**src/rtl/alu_sched_pkg.sv**
```systemverilog
// Shared types and constants for the two-requester ALU scheduler.
// Holds the FSM state encoding, the default datapath width and the ALU op codes.
package alu_sched_pkg;

    localparam int DEF_WIDTH = 5;

    localparam logic OP_ADD = 1'b0;
    localparam logic OP_SUB = 1'b1;

    typedef enum logic [1:0] {
        IDLE = 2'd0,
        EXEC = 2'd1,
        DONE = 2'd2
    } state_t;

endpackage

```
**src/rtl/rr_arb2.sv**
```systemverilog
// Combinational two-way round-robin pick: a lone request wins outright,
// and on a tie the requester that was not served last wins.
module rr_arb2 (
    input  logic [1:0] req,
    input  logic       last_grant,
    output logic       valid,
    output logic       winner
);

    assign valid  = |req;
    assign winner = (req == 2'b11) ? ~last_grant : req[1];

endmodule

```
**src/rtl/alu_scheduler.sv**
```systemverilog
// Time-shares one external combinational ALU between two requesters:
// IDLE arbitrates and latches operands, EXEC lets the ALU settle, DONE returns the result.
module alu_scheduler
    import alu_sched_pkg::*;
#(
    parameter int WIDTH = DEF_WIDTH
) (
    input  logic             clk,
    input  logic             reset,
    input  logic             req0,
    input  logic [WIDTH-1:0] a0,
    input  logic [WIDTH-1:0] b0,
    input  logic             op0,
    output logic             ack0,
    output logic             done0,
    input  logic             req1,
    input  logic [WIDTH-1:0] a1,
    input  logic [WIDTH-1:0] b1,
    input  logic             op1,
    output logic             ack1,
    output logic             done1,
    output logic [WIDTH-1:0] res,
    output logic             zf,
    output logic             busy,
    output logic [WIDTH-1:0] alu_a,
    output logic [WIDTH-1:0] alu_b,
    output logic             alu_op,
    input  logic [WIDTH-1:0] alu_r,
    input  logic             alu_zf
);

    state_t           state_q, state_d;
    logic             gnt_q, gnt_d;
    logic             last_grant_q, last_grant_d;
    logic [WIDTH-1:0] alu_a_q, alu_a_d;
    logic [WIDTH-1:0] alu_b_q, alu_b_d;
    logic             alu_op_q, alu_op_d;
    logic [WIDTH-1:0] res_q, res_d;
    logic             zf_q, zf_d;

    logic             arb_valid;
    logic             arb_winner;

    rr_arb2 u_arb (
        .req        ({req1, req0}),
        .last_grant (last_grant_q),
        .valid      (arb_valid),
        .winner     (arb_winner)
    );

    always_comb begin
        // NOTE: every variable gets its hold value first so no path leaves one unassigned (no latch).
        state_d      = state_q;
        gnt_d        = gnt_q;
        last_grant_d = last_grant_q;
        alu_a_d      = alu_a_q;
        alu_b_d      = alu_b_q;
        alu_op_d     = alu_op_q;
        res_d        = res_q;
        zf_d         = zf_q;

        unique case (state_q)
            IDLE: begin
                if (arb_valid) begin
                    state_d  = EXEC;
                    gnt_d    = arb_winner;
                    alu_a_d  = arb_winner ? a1  : a0;
                    alu_b_d  = arb_winner ? b1  : b0;
                    alu_op_d = arb_winner ? op1 : op0;
                end
            end
            EXEC: begin
                res_d   = alu_r;
                zf_d    = alu_zf;
                state_d = DONE;
            end
            DONE: begin
                last_grant_d = gnt_q;
                state_d      = IDLE;
            end
            default: state_d = IDLE;
        endcase
    end

    // NOTE: state registers use non-blocking assignments so every flop samples pre-edge values.
    always_ff @(posedge clk or negedge reset) begin
        if (!reset) begin
            state_q      <= IDLE;
            gnt_q        <= 1'b0;
            last_grant_q <= 1'b1;
            alu_a_q      <= '0;
            alu_b_q      <= '0;
            alu_op_q     <= OP_ADD;
            res_q        <= '0;
            zf_q         <= 1'b0;
        end else begin
            state_q      <= state_d;
            gnt_q        <= gnt_d;
            last_grant_q <= last_grant_d;
            alu_a_q      <= alu_a_d;
            alu_b_q      <= alu_b_d;
            alu_op_q     <= alu_op_d;
            res_q        <= res_d;
            zf_q         <= zf_d;
        end
    end

    // Handshake pulses decode straight from state, so they vanish the instant reset asserts.
    assign ack0   = (state_q == EXEC) && !gnt_q;
    assign ack1   = (state_q == EXEC) &&  gnt_q;
    assign done0  = (state_q == DONE) && !gnt_q;
    assign done1  = (state_q == DONE) &&  gnt_q;
    assign busy   = (state_q != IDLE);
    assign alu_a  = alu_a_q;
    assign alu_b  = alu_b_q;
    assign alu_op = alu_op_q;
    assign res    = res_q;
    assign zf     = zf_q;

endmodule
```
**config.mk**
```make
export PLATFORM = sky130hd
export DESIGN_NAME = alu_scheduler
export DESIGN_NICKNAME = d
export VERILOG_FILES = /design/src/rtl/alu_sched_pkg.sv /design/src/rtl/rr_arb2.sv /design/src/rtl/alu_scheduler.sv
export SDC_FILE = /design/constraint.sdc
export NUM_CORES = 1
export LEC_CHECK = 0
export ABC_AREA = 1
export CAP_MARGIN = 10
export CORE_ASPECT_RATIO = 0.6
export CORE_MARGIN = 4
export CORE_UTILIZATION = 42
export CTS_CLUSTER_SIZE = 25
export DETAILED_ROUTE_END_ITERATION = 8
export PLACE_DENSITY_LB_ADDON = 0.08
export SKIP_LAST_GASP = 1
export SLEW_MARGIN = 20
export SYNTH_ARGS = -nofsm -noshare
export SYNTH_HDL_FRONTEND = slang
export SYNTH_SLANG_ARGS = --single-unit
export TNS_END_PERCENT = 100
```
**constraint.sdc**
```tcl
create_clock -name clk -period 1.95 [get_ports clk]
set_clock_uncertainty 0.1 [all_clocks]
set_input_delay 0.39 -clock clk [delete_from_list [all_inputs] [get_ports clk]]
set_output_delay 0.39 -clock clk [all_outputs]
set_load 0.02 [all_outputs]
```
# Yosys cells after proc, flatten, opt, wreduce, memory -nomap -nowiden
# Cells that the tools add are included.
[totals]
reg_bits = 21
out_inout_bits = 22
word_cells = 28
[classes]
n_eq_ne = 4
muxes = 6
n_bitwise = 1
reduce_logical = 9
[ops]
columns = ["cell", "count"]
rows = [
  ["5-bit two-way mux", 2],
  ["2-bit equality test (second input constant)", 2],
  ["1-bit logical AND", 4],
  ["2-bit one-hot mux with 2 select lines", 1],
  ["2-bit by 1-bit equality test with 1-bit output (second input constant)", 1],
  ["2-bit logical NOT", 1],
  ["1-bit two-way mux", 2],
  ["2-bit two-way mux", 1],
  ["2-bit != test (second input constant)", 1],
  ["2-bit AND reduction", 1],
  ["2-bit nonzero test", 1],
  ["2-bit OR reduction", 1],
  ["1-bit logical NOT", 1],
  ["1-bit NOT", 1],
]

# Logic depth before layout (Yosys ltp)
[depth]
word_depth = 3
depth_mapped = 6
ltp_nobuf = 5

# Cells and area by module
# Synthesis repeated with hierarchy kept, for this count alone.
[unflattened]
hier_cells = 133
hier_area_um2 = 998.5
[modules_own_cells]
columns = ["module", "instances", "cells_each", "area_per_inst_um2", "seq_area_each_um2"]
rows = [
  ["alu_scheduler", 1, 130, 983.4, 526.8],
  ["rr_arb2", 1, 3, 15.0, 0.0],
]

# Worst setup path after synthesis
# Ideal clock, no wire load.
[synth_timing]
kind = "register to output"
startpoint = "reg state_q[1]"
endpoint = "out ack0"
t_arrival_ps = 840
required_time_ps = 1460
slack_ps = 620
path_stages_with_launch = 4
path_buffers = 0
cell_sequence = "dfrtp_1 > inv_1 > nand2_2 > nor2_1"
[synth_via]
elab_chain_len = 2
[synth_lines]
columns = ["item", "line", "source"]
rows = [
  ["start: declaration", "alu_scheduler.sv:32", "state_t state_q, state_d;"],
  ["start signal: assignment", "alu_scheduler.sv:97", "state_q <= state_d;"],
  ["2-bit by 1-bit equality test with 1-bit output", "alu_scheduler.sv:109", "assign ack0 = (state_q == EXEC) && !gnt_q;"],
  ["1-bit logical AND", "alu_scheduler.sv:109", ""],
  ["end: declaration", "alu_scheduler.sv:14", "output logic ack0,"],
]
# Every way passes these cells.

# Worst setup path after layout
# Ends and elaborated chain as after synthesis.

==> flow_summary.yaml <==
power_and_ir_drop:
  comb_power_share_pct: 54.5
  p_per_area_nw_per_um2: 1430
  leakage_nw: 0.884
  p_sw_uw: 992
  peakVddDrop_mv: 0.821
  seq_power_share_pct: 33.5
  swShare_pct: 42.2
  clkPwrFrac_pct: 12.0
  p_int_mw: 1.36
critical_path:
  cp_num_cells: 4
  cp.required_ns: 1.46
  critical_path_class: "register to output port"
  r2r_cells: 5
  worst_r2r_endpoint: "alu_b[2]"
  regToRegStartpoint: "last_grant_q"
  path_cells: "inv_1, nand2_2, nor2_1, dlygate4sd2_1"
  crit_family: "buffers and inverters"
  end_kind: "output port"
  crit_buf_inv: 2
  slowest_stage: "dfrtp_1"
  r2r_slack_ns: 0.57
  worstPathArrival_ns: 1.32
  max_stage_delay_ns: 0.40
  crit_start: "state_q[1]"
  endpoint: "ack0"
  cp-start-kind: "register"
  path_max_fanout: 9
clock_network:
  numCtsBuffers: 3
  clk_transition_reported_paths_ns: 0.08
  cts_tree: "done"
  cts-root-buf: "clkbuf_8"
  insertion_delay_ns: 0.26
  htree_levels: 1
  cts.sinks: 21
  clockBufferDepth: 2
floorplan:
  initial_core_util_pct: 46.0
  die_h_um: 46.6
  fp.dieW_um: 72.3
  dieArea_um2: 3370
  core_um2: 2260
  io-pin-count: 54
  rows: 13
drt:
  wl_um: 2650
  viasPerCell: 4.46
  dr_total_vias: 1016
  drc: 0
  dr.pass1.iters: 4
  drt_iter0_markers: 39
  post_drt_wl_per_cell_um: 11.6
  antenna_left: 0
placed_design:
  place_hpwl_um: 2060
  portBuffers: 53
  gp_congestion: 0.795
  dp_slack_ns: 0.130
  numPlacedInstances: 224
status:
  outcome: "completed"
sta:
  period_share_pct: 92.9
  layout_setup_ws_ns: 0.138
  max_slew.worst_pin.slew_ns: 0.425
  hold_viol_final: 0
  slew_violations: 0
  rsz0062_at_grt: "no"
  tns_ns: 0
  whs_ns: 0.367
  max-slew-margin-rel_pct: 71.6
  fmaxAchievable_mhz: 552
  layout_min_cycle_time_ns: 1.81
  setup_viol: 0
final_layout:
  antennaDiodeCount: 0
  drive_gt1_share_pct: 6.06
  layout.cells.non_filler: 228
  nets: 231
  final_util_pct: 72.8
  syn_to_final_growth_pct: 58.1
yosys:
  synth_top_area_share_pct: 48.1
  synthCells: 142
  ys_types: 14
  avgSynthCellArea_um2: 7.33
  syn_area_um2: 1040
  synth.net_count: 174
  synth-seq-area-share_pct: 50.6
  ys_top_cells_by_area: "dfrtp_1 48%, nand2_1 21%, nand3_1 11%, inv_1 9.4%, dfstp_2 2.5%"
  synth_seq_cells: 21
  yosys_warnings: 0
  synth_area_leader_cell: "dfrtp_1"
global_routing:
  grt_pass1_wl_um: 4240
  antenna_found_initial: 0
  grt_max_degree: 22
  grt_pass1_vias: 968
  track_usage_pct: 16.8
  grt_overflow: 0
hold_path:
  hold_class: "primary input to asynchronous set/reset pin"
flow_run:
  max_cap_viol_count: 0
## placed cells by master, fill, tap and decap left out
cell type         n
o21ai_1           1
nor2_4            1
dfstp_2           1
dfrtp_1          20
inv_1            26
clkbuf_8          3
nand2_2           1
nand2_1          57
nor2_1            6
clkinv_2          1
o21ai_0           1
dlygate4sd2_1     5
nand3_1          22
clkdlybuf4s50_1  48
buf_4             4
o21ai_2           1
## flip-flops by register name (all words and copies together) (netlist names)
signal        count
last_grant_q      1
alu_b             5
alu_op            1
zf                1
alu_a             5
gnt_q             1
state_q           2
res               5
## how the worst min path moves through the flow
stage / slack [ns] / to / depth (start not counted)
3_3_place_gp: 0.36 / alu_b[2] / 2
5_1_grt: 0.40 / alu_b[1] / 2
3_5_place_dp: 0.36 / alu_b[2] / 2
6_report: 0.37 / alu_b[1] / 2
2_1_floorplan: -0.006 / alu_a[0] / 0
4_1_cts: 0.38 / alu_b[1] / 2
## per-stage QoR
stage	instance area (um^2)	power, mW
detailed placement	1610	2.11
global route	1650	2.51
CTS	1650	2.38
floorplan	1040	1.50
global placement	1610	2.08
finish	1650	2.35
## routing by layer
| metal | vias to the layer above | global-route usage [%] | part of all wire (%) |
|---|---|---|---|
| li1 | 537 | - | - |
| met1 | 446 | 21.3 | 45 |
| met2 | 31 | 28.9 | 48 |
| met3 | 2 | 4.79 | 6.0 |
| met4 | 0 | 3.37 | 0.30 |
| met5 | - | 0 | 0 |
## timing repair
action,4_1_cts,5_1_grt
resized for setup,5,0
hold buffers,0,0
setup endpoints to repair,5,0
setup buffers,0,0
## layout make-up
| type | count | area [um^2] |
|---|---|---|
| Clock buffer | 3 | 41.3 |
| Clock inverter | 1 | 5.00 |
| Fill cell | 191 | 616 |
| Inverter | 26 | 97.6 |
| Multi-Input combinational cell | 90 | 383 |
| Sequential cell | 21 | 527 |
| Tap cell | 30 | 37.5 |
| Timing Repair Buffer | 57 | 554 |
## Yosys cell counts
| library cell | instances |
|---|---|
| nand2_1 | 57 |
| nand3_1 | 22 |
| dfrtp_1 | 20 |
| o21ai_0 | 1 |
| dfstp_2 | 1 |
| o21ai_1 | 1 |
| buf_2 | 3 |
| nor2_4 | 1 |
| inv_1 | 26 |
| o21ai_2 | 1 |
| nand2_2 | 1 |
| buf_6 | 1 |
| buf_4 | 1 |
| nor2_1 | 6 |
## power by group through the flow
stage | logic [mW] | clock network, mW | registers (mW)
global route | 1.40 | 0.308 | 0.809
finish | 1.28 | 0.283 | 0.788
global placement | 1.30 | 0 | 0.784
floorplan | 0.505 | 0 | 0.991
CTS | 1.30 | 0.288 | 0.790
detailed placement | 1.32 | 0 | 0.791
## logic make-up (layout without fill, tap and decap cells)
kind of cell    count (synthesis)  in the layout  share of synthesized area (%)
simple gates                   87             87                           35.0
buf+inv                        31             87                           12.6
flops                          21             21                           50.6
compound gates                  3              3                           1.80
(Power assumes the default switching activity.)
